==> config.mk <==
export PLATFORM = sky130hd
export DESIGN_NAME = alu_exec_stage_flat
export DESIGN_NICKNAME = d
export VERILOG_FILES = /design/src/rtl/alu_exec_stage_if.sv /design/src/rtl/alu_exec_stage.sv /design/src/flat_wrapper.sv
export SDC_FILE = /design/constraint.sdc
export NUM_CORES = 1
export LEC_CHECK = 0
export ABC_AREA = 1
export CAP_MARGIN = 20
export CORE_MARGIN = 2
export CORE_UTILIZATION = 40
export DETAILED_ROUTE_END_ITERATION = 8
export GPL_TIMING_DRIVEN = 1
export PLACE_DENSITY = 0.6
export REMOVE_ABC_BUFFERS = 1
export SETUP_SLACK_MARGIN = 0.4
export SKIP_LAST_GASP = 1
export SYNTH_ARGS = -nofsm -noshare
export SYNTH_HDL_FRONTEND = slang
export SYNTH_SLANG_ARGS = --single-unit
==> constraint.sdc <==
create_clock -name clk -period 2.93 [get_ports clk]
set_input_delay 0.4395 -clock clk [delete_from_list [all_inputs] [get_ports clk]]
set_output_delay 0.4395 -clock clk [all_outputs]
set_load 0.03 [all_outputs]
==> src/rtl/alu_exec_stage_if.sv <==
// alu_exec_stage_if
//   Groups the execute-stage handshake and data signals into one bundle.
//   Upstream side : in_valid, in_ready, alu_control, op_a, op_b, rd_in, reg_write_in
//   Downstream side: out_valid, out_ready, result, zero, illegal, rd_out, reg_write_out
//   Debug         : illegal_cnt (saturating count of accepted illegal ops)
//   Modports:
//     slave  - the execute stage itself
//     master - the environment driving ops in and taking results out
interface alu_exec_stage_if #(
    parameter int unsigned XLEN  = 32,
    parameter int unsigned CNT_W = 8
);
    logic             in_valid;
    logic             in_ready;
    logic [3:0]       alu_control;
    logic [XLEN-1:0]  op_a;
    logic [XLEN-1:0]  op_b;
    logic [4:0]       rd_in;
    logic             reg_write_in;
    logic             out_valid;
    logic             out_ready;
    logic [XLEN-1:0]  result;
    logic             zero;
    logic             illegal;
    logic [4:0]       rd_out;
    logic             reg_write_out;
    logic [CNT_W-1:0] illegal_cnt;

    modport slave (
        input  in_valid, alu_control, op_a, op_b, rd_in, reg_write_in, out_ready,
        output in_ready, out_valid, result, zero, illegal, rd_out, reg_write_out,
               illegal_cnt
    );

    modport master (
        output in_valid, alu_control, op_a, op_b, rd_in, reg_write_in, out_ready,
        input  in_ready, out_valid, result, zero, illegal, rd_out, reg_write_out,
               illegal_cnt
    );
endinterface

==> src/rtl/alu_exec_stage.sv <==
// alu_exec_stage
//   Execute stage behind the ALU control decoder. Computes ADD/SUB/AND/OR on
//   the incoming operands, registers the result behind a valid/ready handshake
//   with a one-entry skid buffer, flags illegal control codes and keeps a
//   saturating count of them.
//   Ports:
//     clk    - rising-edge clock
//     rst_n  - asynchronous active-low reset
//     bus    - alu_exec_stage_if.slave (handshakes, operands, results, debug count)
module alu_exec_stage #(
    parameter int unsigned XLEN  = 32,
    parameter int unsigned CNT_W = 8
) (
    input  logic            clk,
    input  logic            rst_n,
    alu_exec_stage_if.slave bus
);

    typedef struct packed {
        logic [XLEN-1:0] result;
        logic            zero;
        logic            illegal;
        logic [4:0]      rd;
        logic            reg_write;
    } payload_t;

    typedef enum logic [1:0] {
        S_EMPTY,
        S_ONE,
        S_FULL
    } state_t;

    state_t           r_state;
    state_t           w_next_state;
    payload_t         r_out;
    payload_t         r_skid;
    payload_t         w_new;
    logic [XLEN-1:0]  w_res;
    logic             w_illegal;
    logic             w_accept;
    logic             w_transfer;
    logic             w_load_out_new;
    logic             w_load_out_skid;
    logic             w_load_skid;
    logic [CNT_W-1:0] r_illegal_cnt;

    // Handshake qualifiers come straight from the state register, so in_ready
    // never depends combinationally on out_ready.
    assign w_accept   = bus.in_valid & (r_state != S_FULL);
    assign w_transfer = (r_state != S_EMPTY) & bus.out_ready;

    // ALU datapath
    always_comb begin
        w_res     = '0;
        w_illegal = 1'b0;
        case (bus.alu_control)
            4'b0010: w_res = bus.op_a + bus.op_b;
            4'b0110: w_res = bus.op_a - bus.op_b;
            4'b0000: w_res = bus.op_a & bus.op_b;
            4'b0001: w_res = bus.op_a | bus.op_b;
            default: w_illegal = 1'b1;
        endcase
        w_new.result    = w_res;
        w_new.zero      = (w_res == '0);
        w_new.illegal   = w_illegal;
        w_new.rd        = bus.rd_in;
        w_new.reg_write = bus.reg_write_in & ~w_illegal;
    end

    // FSM: state register
    always_ff @(posedge clk or negedge rst_n) begin
        if (!rst_n) begin
            r_state <= S_EMPTY;
        end else begin
            r_state <= w_next_state;
        end
    end

    // FSM: next-state logic
    always_comb begin
        w_next_state = r_state;
        case (r_state)
            S_EMPTY: if (w_accept) w_next_state = S_ONE;
            S_ONE: begin
                if (w_accept && !w_transfer)      w_next_state = S_FULL;
                else if (!w_accept && w_transfer) w_next_state = S_EMPTY;
            end
            S_FULL:  if (w_transfer) w_next_state = S_ONE;
            default: w_next_state = S_EMPTY;
        endcase
    end

    // FSM: outputs and register load strobes
    always_comb begin
        bus.in_ready    = (r_state != S_FULL);
        bus.out_valid   = (r_state != S_EMPTY);
        w_load_out_new  = 1'b0;
        w_load_out_skid = 1'b0;
        w_load_skid     = 1'b0;
        case (r_state)
            S_EMPTY: w_load_out_new = w_accept;
            S_ONE: begin
                w_load_out_new = w_accept & w_transfer;
                w_load_skid    = w_accept & ~w_transfer;
            end
            S_FULL:  w_load_out_skid = w_transfer;
            default: ;
        endcase
    end

    // Output register and skid entry
    always_ff @(posedge clk or negedge rst_n) begin
        if (!rst_n) begin
            r_out  <= '0;
            r_skid <= '0;
        end else begin
            if (w_load_out_new) begin
                r_out <= w_new;
            end else if (w_load_out_skid) begin
                r_out <= r_skid;
            end
            if (w_load_skid) begin
                r_skid <= w_new;
            end
        end
    end

    // Saturating illegal-op counter
    always_ff @(posedge clk or negedge rst_n) begin
        if (!rst_n) begin
            r_illegal_cnt <= '0;
        end else if (w_accept && w_illegal && (r_illegal_cnt != '1)) begin
            r_illegal_cnt <= r_illegal_cnt + CNT_W'(1);
        end
    end

    assign bus.result        = r_out.result;
    assign bus.zero          = r_out.zero;
    assign bus.illegal       = r_out.illegal;
    assign bus.rd_out        = r_out.rd;
    assign bus.reg_write_out = r_out.reg_write;
    assign bus.illegal_cnt   = r_illegal_cnt;

endmodule

==> src/flat_wrapper.sv <==
// flat-port wrapper written by rule: the top's interface ports become plain ports
module alu_exec_stage_flat 
#(
    parameter int unsigned XLEN  = 32,
    parameter int unsigned CNT_W = 8
)
  (clk, rst_n, bus_in_valid, bus_alu_control, bus_op_a, bus_op_b, bus_rd_in, bus_reg_write_in, bus_out_ready, bus_in_ready, bus_out_valid, bus_result, bus_zero, bus_illegal, bus_rd_out, bus_reg_write_out, bus_illegal_cnt);
  alu_exec_stage_if #(.XLEN(XLEN), .CNT_W(CNT_W)) bus_i ();
  input  logic clk;
  input  logic rst_n;
  input wire logic [$bits(bus_i.in_valid)-1:0] bus_in_valid;
  input wire logic [$bits(bus_i.alu_control)-1:0] bus_alu_control;
  input wire logic [$bits(bus_i.op_a)-1:0] bus_op_a;
  input wire logic [$bits(bus_i.op_b)-1:0] bus_op_b;
  input wire logic [$bits(bus_i.rd_in)-1:0] bus_rd_in;
  input wire logic [$bits(bus_i.reg_write_in)-1:0] bus_reg_write_in;
  input wire logic [$bits(bus_i.out_ready)-1:0] bus_out_ready;
  output wire logic [$bits(bus_i.in_ready)-1:0] bus_in_ready;
  output wire logic [$bits(bus_i.out_valid)-1:0] bus_out_valid;
  output wire logic [$bits(bus_i.result)-1:0] bus_result;
  output wire logic [$bits(bus_i.zero)-1:0] bus_zero;
  output wire logic [$bits(bus_i.illegal)-1:0] bus_illegal;
  output wire logic [$bits(bus_i.rd_out)-1:0] bus_rd_out;
  output wire logic [$bits(bus_i.reg_write_out)-1:0] bus_reg_write_out;
  output wire logic [$bits(bus_i.illegal_cnt)-1:0] bus_illegal_cnt;
  assign bus_i.in_valid = bus_in_valid;
  assign bus_i.alu_control = bus_alu_control;
  assign bus_i.op_a = bus_op_a;
  assign bus_i.op_b = bus_op_b;
  assign bus_i.rd_in = bus_rd_in;
  assign bus_i.reg_write_in = bus_reg_write_in;
  assign bus_i.out_ready = bus_out_ready;
  assign bus_in_ready = bus_i.in_ready;
  assign bus_out_valid = bus_i.out_valid;
  assign bus_result = bus_i.result;
  assign bus_zero = bus_i.zero;
  assign bus_illegal = bus_i.illegal;
  assign bus_rd_out = bus_i.rd_out;
  assign bus_reg_write_out = bus_i.reg_write_out;
  assign bus_illegal_cnt = bus_i.illegal_cnt;
  alu_exec_stage #(.XLEN(XLEN), .CNT_W(CNT_W)) u_core (.clk(clk), .rst_n(rst_n), .bus(bus_i));
endmodule
# Word-level counts from Yosys, hierarchy flattened
# Index checks and enable logic that the tools add are counted.
[totals]
ff_bits = 90
in_bits = 78
[op_classes]
addsub = 3
n_eq_ne = 10
muxes = 12
n_bitwise = 8
reduce_logical = 13
[ops]
columns = ["cell", "n"]
rows = [
  ["case mux 32 bit (4 select lines)", 1],
  ["2-to-1 mux 40 bit", 2],
  ["adder 32 bit", 1],
  ["AND 32 bit", 1],
  ["zero test 32 bit", 1],
  ["bitwise OR 32 bit", 1],
  ["subtractor 32 bit", 1],
  ["adder 8 x 1 -> 8 bit (second input constant)", 1],
  ["2-to-1 mux 2 bit", 4],
  ["!= test 8 bit (second input constant)", 1],
  ["case mux 2 bit (3 select lines)", 1],
  ["AND 1 bit", 5],
  ["== test 4 x 1 -> 1 bit (second input constant)", 1],
  ["== test 4 x 2 -> 1 bit (second input constant)", 1],
  ["== test 4 x 3 -> 1 bit (second input constant)", 1],
  ["logical AND 1 bit", 4],
  ["zero test 4 bit", 1],
  ["!= test 2 x 1 -> 1 bit (second input constant)", 2],
  ["nonzero test 2 bit", 2],
  ["OR reduction 4 bit", 1],
  ["2-to-1 mux 1 bit", 3],
  ["!= test 3 x 1 -> 1 bit (second input constant)", 1],
  ["AND reduction 3 bit", 1],
  ["== test 2 x 1 -> 1 bit (second input constant)", 1],
  ["6 further kinds", 7],
]

# Logic depth before layout (Yosys ltp)
# Gate-level depths: netlist of run 1.
[depth]
ltp_word = 7
mapped_depth = 31
depth_no_buf = 31

# Worst setup path before layout of run 1
# Ideal clock, no wire load.
[synth_path]
path_type = "input to register"
from = "input bus_op_b[0]"
to = "register u_core.r_out (netlist bit u_core.bus.zero)"
setup_ns = 0.078
t_arrival_ns = 3.370
t_required_ns = 2.852
slack_ns = -0.518
cell_stages = 28
path_buffers = 0
cell_sequence = "inv_1 -> ha_1 -> nand3_1 -> inv_1 -> nand3_1 -> nor3_1 -> nand3_1 -> nor2_1 -> nand4_1 -> nor2_1 -> a21o_1 -> o21ai_0 -> xor2_1 -> ha_1 -> inv_1 -> nor3_1 -> nand2_1 -> nor2_1 -> nand2_1 -> nand2_1 -> nand2_1 -> nand3_1 -> nand2_1 -> nor2_1 -> nand2_1 -> nor2_1 -> nand3_1 -> a21oi_1"
[synth_between]
elab_chain_len = 4
word_cells_on_any_way = 7
[synth_rtl]
columns = ["element", "line_no", "rtl"]
rows = [
  ["from (decl)", "flat_wrapper.sv:14", "input wire logic [$bits(bus_i.op_b)-1:0] bus_op_b;"],
  ["subtractor 32 bit (tied with other cells)", "alu_exec_stage.sv:58", "4'b0110: w_res = bus.op_a - bus.op_b;"],
  ["case mux 32 bit (4 select lines) *", "alu_exec_stage.sv:56", "case (bus.alu_control)"],
  ["zero test 32 bit *", "alu_exec_stage.sv:64", "w_new.zero = (w_res == '0);"],
  ["2-to-1 mux 40 bit *", "alu_exec_stage.sv:117", "if (w_load_out_new) begin"],
  ["to (signal assigned)", "alu_exec_stage.sv:118", "r_out <= w_new;"],
  ["to (signal assigned)", "alu_exec_stage.sv:120", "r_out <= r_skid;"],
  ["to (decl)", "alu_exec_stage.sv:35", "payload_t r_out;"],
]
# Every way passes the cells marked *; elsewhere a longest branch is shown, timed or not.
# A chain may end at the register's enable or synchronous reset.

# Worst setup path in the final report of run 1
# Same ends and word-level chain as after synthesis.

==> run metrics, run 1 <==
worst-path cell with the longest stage delay=sky130_fd_sc_hd__ha_4; leading cell types by total area after synthesis=sky130_fd_sc_hd__dfrtp_1 29%, sky130_fd_sc_hd__nand2_1 19%, sky130_fd_sc_hd__inv_1 10%, sky130_fd_sc_hd__nor2_1 8.4%, sky130_fd_sc_hd__ha_1 5.6%; top cell type by total area after synthesis=sky130_fd_sc_hd__dfrtp_1; Crit Path Class=in2reg; Die Wd=144 µm; count of buffers from port buffering=around 130; count of fill cells added during filler insertion=1629; non-filler cells in the finished layout=between 1.5k and 2k; TritonCTS clock tree=yes; Placeable Area=0.0194 mm²; FFs w/ async S/R, synth=between 90% and 100%; yosys synthesis warning count=0; Worst Path Required=3.20 ns; outcome=finished with violations; H-tree levels=3; worst supply voltage drop on vdd=0.000282 V; clk_lat worst skew=0.34 ns; clock-pin slew on the worst setup and hold paths=0.06 ns; initial antenna violation count=0; TritonCTS buffer count=9; endpoint class of the critical path=flop; Bufs on Longest Clock Path=2; die extent in y=144 µm; DIE AREA=0.0208 mm²; commonest cells in the netlist=389 x sky130_fd_sc_hd__nand2_1, 217 x sky130_fd_sc_hd__inv_1, 175 x sky130_fd_sc_hd__nor2_1, 90 x sky130_fd_sc_hd__dfrtp_1, 69 x sky130_fd_sc_hd__nand3_1; area share of xor/xnor cells in the synthesized design=4.12%; number of enable-type register cells in the synthesized netlist=0; worst max-slew margin expressed relative to the limit=a little under two fifths; fraction of layout instances using a drive strength above 1=between 30% and 40%; count of unique library cells instantiated by Yosys=41; register bit total from synthesis=90; via density per instance=~5.0; number of I/O pins=approximately 130; remaining global-route overflow=0; setup repair after global routing missed its margin=yes; cell seen most often among critical-path stages=sky130_fd_sc_hd__buf_6; area share of the largest cell type after synthesis=between 20% and 30%; area added between synthesis and finish=72.4%; cell area after technology mapping=0.00786 mm²; wire length of the first global-routing pass=45100 µm; fraction of the mapped netlist area in simple logic gates=34.7%; Reg area=0.00225 mm²; minimum hold slack=0.137 ns; post-route core utilization=69.9%; worst min-delay path class=in2async; endpoint arrival time on the critical path=3.96 ns; adder and majority cell fraction of the synthesized area=5.95%; routed length per placed instance=15.5 µm; final critical-path share of the clock period=126%; maximum fanout along the worst path=4; number of antenna cells inserted=0; overall power after layout=6150 µW; sequential fraction of the synthesis area=28.6%; Total Routed Length=between 30000 and 40000 µm; violations in the final reports=setup timing; max-slew violations=0; all-layer global routing usage=27.7%; number of buffers added to fix hold violations after cts=0; startpoint type of the worst setup path=input port; f_max=271 MHz; residual antenna-violating net count after detailed routing=0; number of max-capacitance violations reported=0; first-pass iteration count of the detailed router=5; vias after detailed routing=9708; CP peak stage delay=approximately 0.34 ns; clock tree skew after final layout=approximately 0.0046 ns; clock root buffer=sky130_fd_sc_hd__clkbuf_16; worst setup margin=-0.762 ns; predominant post-synthesis flop cell=sky130_fd_sc_hd__dfrtp_1; vias in the first global route=8887; Fin. Hold Viols=0; leakage power=0.00687 µW; Cell Count Post-Placement=between 1.5k and 2k; placed wire-length estimate=22100 µm; crit path time final=approximately 3.7 ns; starting density of the core=40.5%; post-synthesis compound-gate area fraction=14.4%; total area of multi-input combinational cells=0.00621 mm²; RD Place Congestion=0.966; Final Setup Violations=between 40 and 50; Gate Count Post-Synth=1284; First DRT Iteration DRCs=691; DRC viols=0; layout net count=roughly 1.8k; power per standard cell area=454 mW/mm²; cell row count=51; CTS sink cnt=90; syn_area_per_cell=6.12 µm²; dominant cell by count in the synthesized netlist=sky130_fd_sc_hd__nand2_1; dominant combinational cell family by area after synthesis=simple AND/OR/NAND/NOR gates; transition time of the tightest slew-check pin=approximately 0.95 ns; pin count of the biggest net entering global routing=53; multiplexer share of the synthesized area=0%
final timing paths:
| check | startpoint | end | slack, ns | cells past startpoint |
|---|---|---|---|---|
| worst min-delay path | rst_n | u_core.r_skid[10] | 0.14 | 1 |
| worst min register to register | u_core.r_skid[12] | u_core.r_skid[12] | 0.49 | 2 |
| worst max-delay path | bus_op_b[0] | u_core.bus.zero | -0.76 | 33 |
| min in group clk | u_core.r_skid[12] | u_core.r_skid[12] | 0.49 | 2 |
| worst max register to register | u_core.r_state[1] | u_core.bus.result[5] | 0.83 | 8 |
| max in group asynchronous | rst_n | u_core.bus.result[28] | 2.14 | 2 |
critical path, delay by kind of cell:
family	cells	cell delay (ns)
buffers and inverters	13	1.32
AND/OR/NAND/NOR	15	1.31
adder cells (fa/ha/maj)	2	0.50
AO/OA/AOI/OAI	2	0.19
XOR/XNOR	1	0.18
layout by cell type, fill, tap and decap left out, drive strengths merged, types with 2 or more instances in the layout:
cell           Yosys  layout
nand4              4       4
nand3             70      70
clkbuf            23      13
clkinvlp           0       2
a31oi             39      39
o21ai             76      76
clkdlybuf4s50      0     108
dlygate4sd2        0       2
dfrtp             90      90
o21bai             3       3
ha                35      35
a21oi             50      50
nor3              12      12
inv              220     220
xor2              34      34
nand2            398     398
buf                8     288
nor2             178     178
o22ai              2       2
and3               2       2
nand3b             4       4
o311ai             8       8
clkinv             1       3
xnor2              3       3
o211ai            15      15
dlymetal6s2s       0       4
through the flow:
step | TNS, ns | instance area, µm² | worst slack [ns]
floorplan | -20.97 | 7730 | -0.642
global placement | -57.82 | 11000 | -1.66
detailed placement | -59.89 | 11000 | -1.73
CTS | -17.73 | 12200 | -0.765
global route | -26.94 | 13600 | -0.955
finish | -20.67 | 13600 | -0.762
cell type report:
| cell class | instances | area share (%) |
|---|---|---|
| clock buffers | 10 | 1.76 |
| clock inverters | 5 | 0.406 |
| inverters | 221 | 6.21 |
| multi-input cells | 942 | 45.8 |
| flip-flops and latches | 90 | 16.6 |
| well taps | 265 | 2.45 |
| repair buffers | 406 | 26.7 |
cells by family after synthesis:
kind of cell,after synthesis
compound gates,197
xor+xnor,37
fa+ha+maj,37
buf+inv,252
flops,90
simple gates,671
flip-flops by register name (all words and copies together) (netlist names):
signal,flops
u_core.r_state,2
u_core.bus.illegal_cnt,8
u_core.bus.reg_write_out,1
u_core.bus.rd_out,5
u_core.bus.zero,1
u_core.r_skid,40
u_core.bus.illegal,1
u_core.bus.result,32
per-layer routing:
| metal | up-vias | part of all wire [%] | GRT usage [%] |
|---|---|---|---|
| met5 | - | 0 | 0 |
| met4 | 0 | 1.7 | 5.47 |
| met3 | 37 | 5.0 | 1.89 |
| met2 | 274 | 47 | 45.3 |
| met1 | 4576 | 46 | 40.7 |
| li1 | 4821 | - | - |
where the power goes:
group / internal, µW / total, µW / switching [µW]
Combinational: 1400 / 3210 / 1810
Sequential: 1580 / 1790 / 207
Clock: 676 / 1150 / 470
what timing repair did:
item                                   4_1_cts  5_1_grt
gates cloned                                 0        0
pin swaps                                   98      141
endpoints found under the hold margin        0        0
setup buffers                               37       31
setup endpoints to repair                   62       62
resized for setup                          238      338
(Power assumes the default switching activity.)
==> inputs of run 2 (changes only) <==
- CORE_ASPECT_RATIO: not set -> 1.75
- RECOVER_POWER: not set -> 100
==> run metrics, run 2 (same netlist as run 1, synthesis figures left out) <==
max-slew violations=0; switching share of power=40.3%; f_max=approximately 270 MHz; layout net count=1773; Critical R2R Launch=u_core.r_state[1]; Crit Path Class=in2reg; DIE AREA=0.0208 mm²; worst slack at placement=-1.62 ns; vias after detailed routing=9650; initial antenna violation count=0; area added between synthesis and finish=65.3%; startpoint type of the worst setup path=input port; register-to-register setup slack=0.38 ns; count of fill cells added during filler insertion=1667; worst max-slew margin expressed relative to the limit=0.168%; TritonCTS buffer count=9; DRC viols=0; depth of the worst register-to-register path=8; all-layer global routing usage=29.0%; Clk network pwr share=between 10% and 20%; Total Routed Length=30100 µm; first-pass iteration count of the detailed router=5; most frequent cells in the layout=294 x sky130_fd_sc_hd__nand2_1, 213 x sky130_fd_sc_hd__buf_4, 190 x sky130_fd_sc_hd__inv_1, 140 x sky130_fd_sc_hd__nor2_1, 90 x sky130_fd_sc_hd__dfrtp_1; power per standard cell area=454 mW/mm²; remaining global-route overflow=0; commonest non-fill, non-tap cell in the layout=sky130_fd_sc_hd__nand2_1; worst min-delay path class=reg2reg; die extent in y=roughly 190 µm; number of antenna cells inserted=0; placed wire-length estimate=roughly 23000 µm; endpoint arrival time on the critical path=a little under 4 ns; via density per instance=5.07; setup repair after global routing missed its margin=yes; clock tree skew after final layout=0.00785 ns; worst setup margin=-0.762 ns; violations in the final reports=capacitance limit, setup timing; vias in the first global route=9582; pin count of the biggest net entering global routing=70; RD Place Congestion=around 0.97; clk_lat worst skew=0.34 ns; cell row count=67; Reg area=0.00225 mm²; total area of multi-input combinational cells=between 0.005 and 0.006 mm²; crit path time final=3.69 ns; R2R Path End=u_core.bus.result[7]; end point of the most critical hold path=u_core.bus.result[19]; worst supply voltage drop on vdd=0.000482 V; fraction of layout instances using a drive strength above 1=33.7%; maximum fanout along the worst path=4; clock-pin slew on the worst setup and hold paths=approximately 0.06 ns; final critical-path share of the clock period=126%; outcome=finished with violations; transition time of the tightest slew-check pin=about 1.5 ns; residual antenna-violating net count after detailed routing=0; Comb power frac=50.2%; Fin. Hold Viols=0; number of max-capacitance violations reported=1; sequential power share=between 30% and 40%; TritonCTS clock tree=yes; CP peak stage delay=approximately 0.36 ns; First DRT Iteration DRCs=583; starting density of the core=41.0%; endpoint class of the critical path=flop; total net switching power=~2400 µW; H-tree levels=3; cell seen most often among critical-path stages=sky130_fd_sc_hd__nand2_2; Die Wd=~110 µm; number of I/O pins=between 100 and 150; startpoint of the tightest hold check path=u_core.bus.result[19]; Top reg by flops=u_core.r_skid; Internal Pwr Total=roughly 3500 µW; hold path depth=2; routed length per placed instance=15.8 µm; count of buffers from port buffering=127; wire length of the first global-routing pass=47000 µm; Largest register FFs=40; CTS sink cnt=90; post-route core utilization=a little under 70%; Bufs on Longest Clock Path=2; clock root buffer=sky130_fd_sc_hd__clkbuf_16; Final Setup Violations=54; Worst Path Required=3.20 ns; worst-path cell with the longest stage delay=sky130_fd_sc_hd__ha_1; Placeable Area=0.0192 mm²; leakage power=0.00669 µW
==> run 2: worst max-delay path by stage <==
stage                       start                to  slack [ns]  cells after the start
2_1_floorplan  bus_alu_control[0]  u_core.r_skid[7]       -0.64                     19
3_3_place_gp          bus_op_b[0]   u_core.bus.zero       -1.54                     28
3_5_place_dp          bus_op_b[1]   u_core.bus.zero       -1.62                     29
4_1_cts               bus_op_b[0]   u_core.bus.zero       -0.64                     31
5_1_grt               bus_op_b[0]   u_core.bus.zero       -1.00                     30
6_report              bus_op_b[0]   u_core.bus.zero       -0.76                     30
==> run 2: final cells by class <==
| class | instances | share of cell area [%] |
|---|---|---|
| clock inverters | 5 | 0.414 |
| well taps | 241 | 2.32 |
| clock buffers | 11 | 1.87 |
| flip-flops and latches | 90 | 17.3 |
| inverters | 221 | 6.46 |
| multi-input cells | 942 | 44.7 |
| repair buffers | 395 | 27.0 |
==> run 2: metrics by stage <==
stage	hold slack, ns	instance area, µm²	total power (µW)	setup TNS, ns	cells
4_1_cts	0.484	12400	5810	-15.69	1889
6_report	0.475	13000	5900	-21.66	1905
2_1_floorplan	0.144	7730	3160	-20.97	1253
3_3_place_gp	0.352	11000	4360	-54.69	1826
5_1_grt	0.510	13000	6290	-31.72	1905
3_5_place_dp	0.353	11000	4390	-58.65	1826
==> run 2: per-layer routing <==
layer | up-vias | share of wire, % | track usage, %
li1 | 4803 | - | -
met1 | 4518 | 40 | 33.3
met2 | 242 | 52 | 53.4
met3 | 87 | 3.0 | 2.07
met4 | 0 | 5.0 | 12.8
met5 | - | 0 | 0
==> run 2: timing repair <==
action                                  CTS  global route
endpoints found under the setup margin   64            65
resized for setup                       258           172
pin swaps                                55            67
setup buffers                            46            16
endpoints found under the hold margin    21             0
hold buffers                              1             0
==> run 2: power by group through the flow <==
stage               clock (µW)  combinational [µW]  sequential (µW)
floorplan                    0                1030             2130
global placement             0                2560             1800
detailed placement           0                2580             1810
CTS                       1180                2840             1790
global route              1230                3240             1830
finish                    1160                2960             1780
==> run 2: critical path, delay by kind of cell <==
family,cells,cell delay [ns]
adder cells (fa/ha/maj),2,0.51
AO/OA/AOI/OAI,5,0.62
AND/OR/NAND/NOR,17,1.77
XOR/XNOR,1,0.17
buffers and inverters,5,0.45
==> inputs of run 3 (changes only) <==
- HOLD_SLACK_MARGIN: not set -> 0.08
- MAX_ROUTING_LAYER: not set -> met4
- clock period: 2.93 -> 3.4 ns (I/O delays scaled with it)
==> run metrics, run 3 (same netlist as run 1, synthesis figures left out) <==
max-slew violations=48; endpoint class of the critical path=flop; remaining global-route overflow=0; area added between synthesis and finish=59.6%; initial antenna violation count=0; clk_lat worst skew=~0.34 ns; vias in the first global route=9267; area of placed instances=0.0108 mm²; wire length of the first global-routing pass=45800 µm; DRC viols=0; most frequent cells in the layout=294 x sky130_fd_sc_hd__nand2_1, 205 x sky130_fd_sc_hd__buf_4, 190 x sky130_fd_sc_hd__inv_1, 138 x sky130_fd_sc_hd__nor2_1, 90 x sky130_fd_sc_hd__dfrtp_1; startpoint type of the worst setup path=input port; transition time of the tightest slew-check pin=2.51 ns; final critical-path share of the clock period=114%; worst supply voltage drop on vdd=0.000428 V; Total Routed Length=29300 µm; CP peak stage delay=0.31 ns; worst min-delay path class=reg2reg; clock-pin slew on the worst setup and hold paths=approximately 0.06 ns; worst-path cell with the longest stage delay=sky130_fd_sc_hd__ha_1; Die Wd=110 µm; number of antenna cells inserted=0; vias after detailed routing=9463; Fin. Hold Viols=0; count of buffers from port buffering=127; Final Setup Violations=32; worst max-slew margin expressed relative to the limit=-67.1%; starting density of the core=41.0%; RD Place Congestion=between 0.9 and 1; clock tree skew after final layout=between 0.003 and 0.004 ns; via density per instance=approximately 5.0; Cell Count Post-Placement=about 1.8k; H-tree levels=3; placed wire-length estimate=roughly 23000 µm; CTS sink cnt=90; pin count of the biggest net entering global routing=64; number of buffers added to fix hold violations after cts=0; all-layer global routing usage=29.3%; residual antenna-violating net count after detailed routing=0; number of max-capacitance violations reported=1; violations in the final reports=capacitance limit, slew limit, setup timing; first-pass iteration count of the detailed router=5; First DRT Iteration DRCs=408; final std cell area, no fill=0.0125 mm²; power per standard cell area=around 390 mW/mm²; layout net count=approximately 1.8k; commonest non-fill, non-tap cell in the layout=sky130_fd_sc_hd__nand2_1; f_max=258 MHz; routed length per placed instance=15.6 µm; leakage power=about 0.0065 µW; crit path time final=3.88 ns; endpoint arrival time on the critical path=4.14 ns; setup repair after global routing missed its margin=yes; number of I/O pins=128; die extent in y=189 µm; maximum fanout along the worst path=4; Placeable Area=0.0192 mm²; TritonCTS clock tree=yes; Top reg by flops=u_core.r_skid; worst setup margin=-0.477 ns; DIE AREA=0.0208 mm²; clock root buffer=sky130_fd_sc_hd__clkbuf_16; cell row count=67; outcome=finished with violations; non-filler cells in the finished layout=1881; Worst Path Required=between 3 and 4 ns; fraction of layout instances using a drive strength above 1=32.2%; Bufs on Longest Clock Path=2; TritonCTS buffer count=9; Crit Path Class=in2reg; Largest register FFs=40
[run 3: per-layer routing]
metal  wire [µm]  track usage [%]  vias to the layer above
met5           0                -                        -
met3         769             1.69                       71
met1       11400             32.5                     4421
li1            -                -                     4755
met4        1430             12.6                        0
met2       15600             52.7                      216
[run 3: report_power, final]
part,switching (µW),leakage (µW),internal [µW]
combinational,1430,0.00525,1030
clock,376,0.000118,482
sequential,169,0.00112,1370
[run 3: worst paths after layout]
path	from	to	slack, ns	depth (start not counted)
setup / recovery	bus_op_b[1]	u_core.bus.zero	-0.48	31
hold / removal	u_core.bus.result[13]	u_core.bus.result[13]	0.47	2
setup reg to reg	u_core.r_state[0]	u_core.r_skid[15]	1.19	7
hold reg to reg	u_core.bus.result[13]	u_core.bus.result[13]	0.47	2
max in group asynchronous	rst_n	u_core.bus.rd_out[1]	0.78	2
min in group asynchronous	rst_n	u_core.bus.illegal	0.94	1
[run 3: what timing repair did]
| item | CTS | global route |
|---|---|---|
| endpoints found under the setup margin | 52 | 51 |
| cloned | 0 | 0 |
| gates resized for setup | 249 | 146 |
| endpoints found under the hold margin | 0 | 0 |
| pin swaps | 84 | 70 |
| setup buffers | 44 | 10 |
[run 3: area by class of cell]
class / instances / area (µm²)
fill: 1821 / 6650
multi-input combinational: 942 / 5640
timing repair buffer: 374 / 3270
sequential: 90 / 2250
inverter: 221 / 837
tap: 241 / 302
clock buffer: 12 / 236
clock inverter: 1 / 5.00
[run 3: stage by stage]
step / hold slack [ns] / power [µW] / setup WS (ns) / utilization, % / setup TNS [ns]
floorplan: 0.214 / 2720 / -0.242 / - / -1.91
global placement: 0.467 / 3730 / -1.25 / 56.2 / -35.54
detailed placement: 0.470 / 3760 / -1.29 / 56.2 / -38.01
CTS: 0.196 / 4820 / -0.274 / 62.6 / -1.79
global route: 0.517 / 5190 / -0.718 / 65.3 / -12.99
finish: 0.474 / 4860 / -0.477 / 65.3 / -6.44
[run 3: critical path: cells and delay by family]
kind	cells	cell delay, ns
fa+ha+maj	2	0.44
simple gates	17	1.79
compound gates	4	0.60
buf+inv	7	0.65
xor+xnor	1	0.13
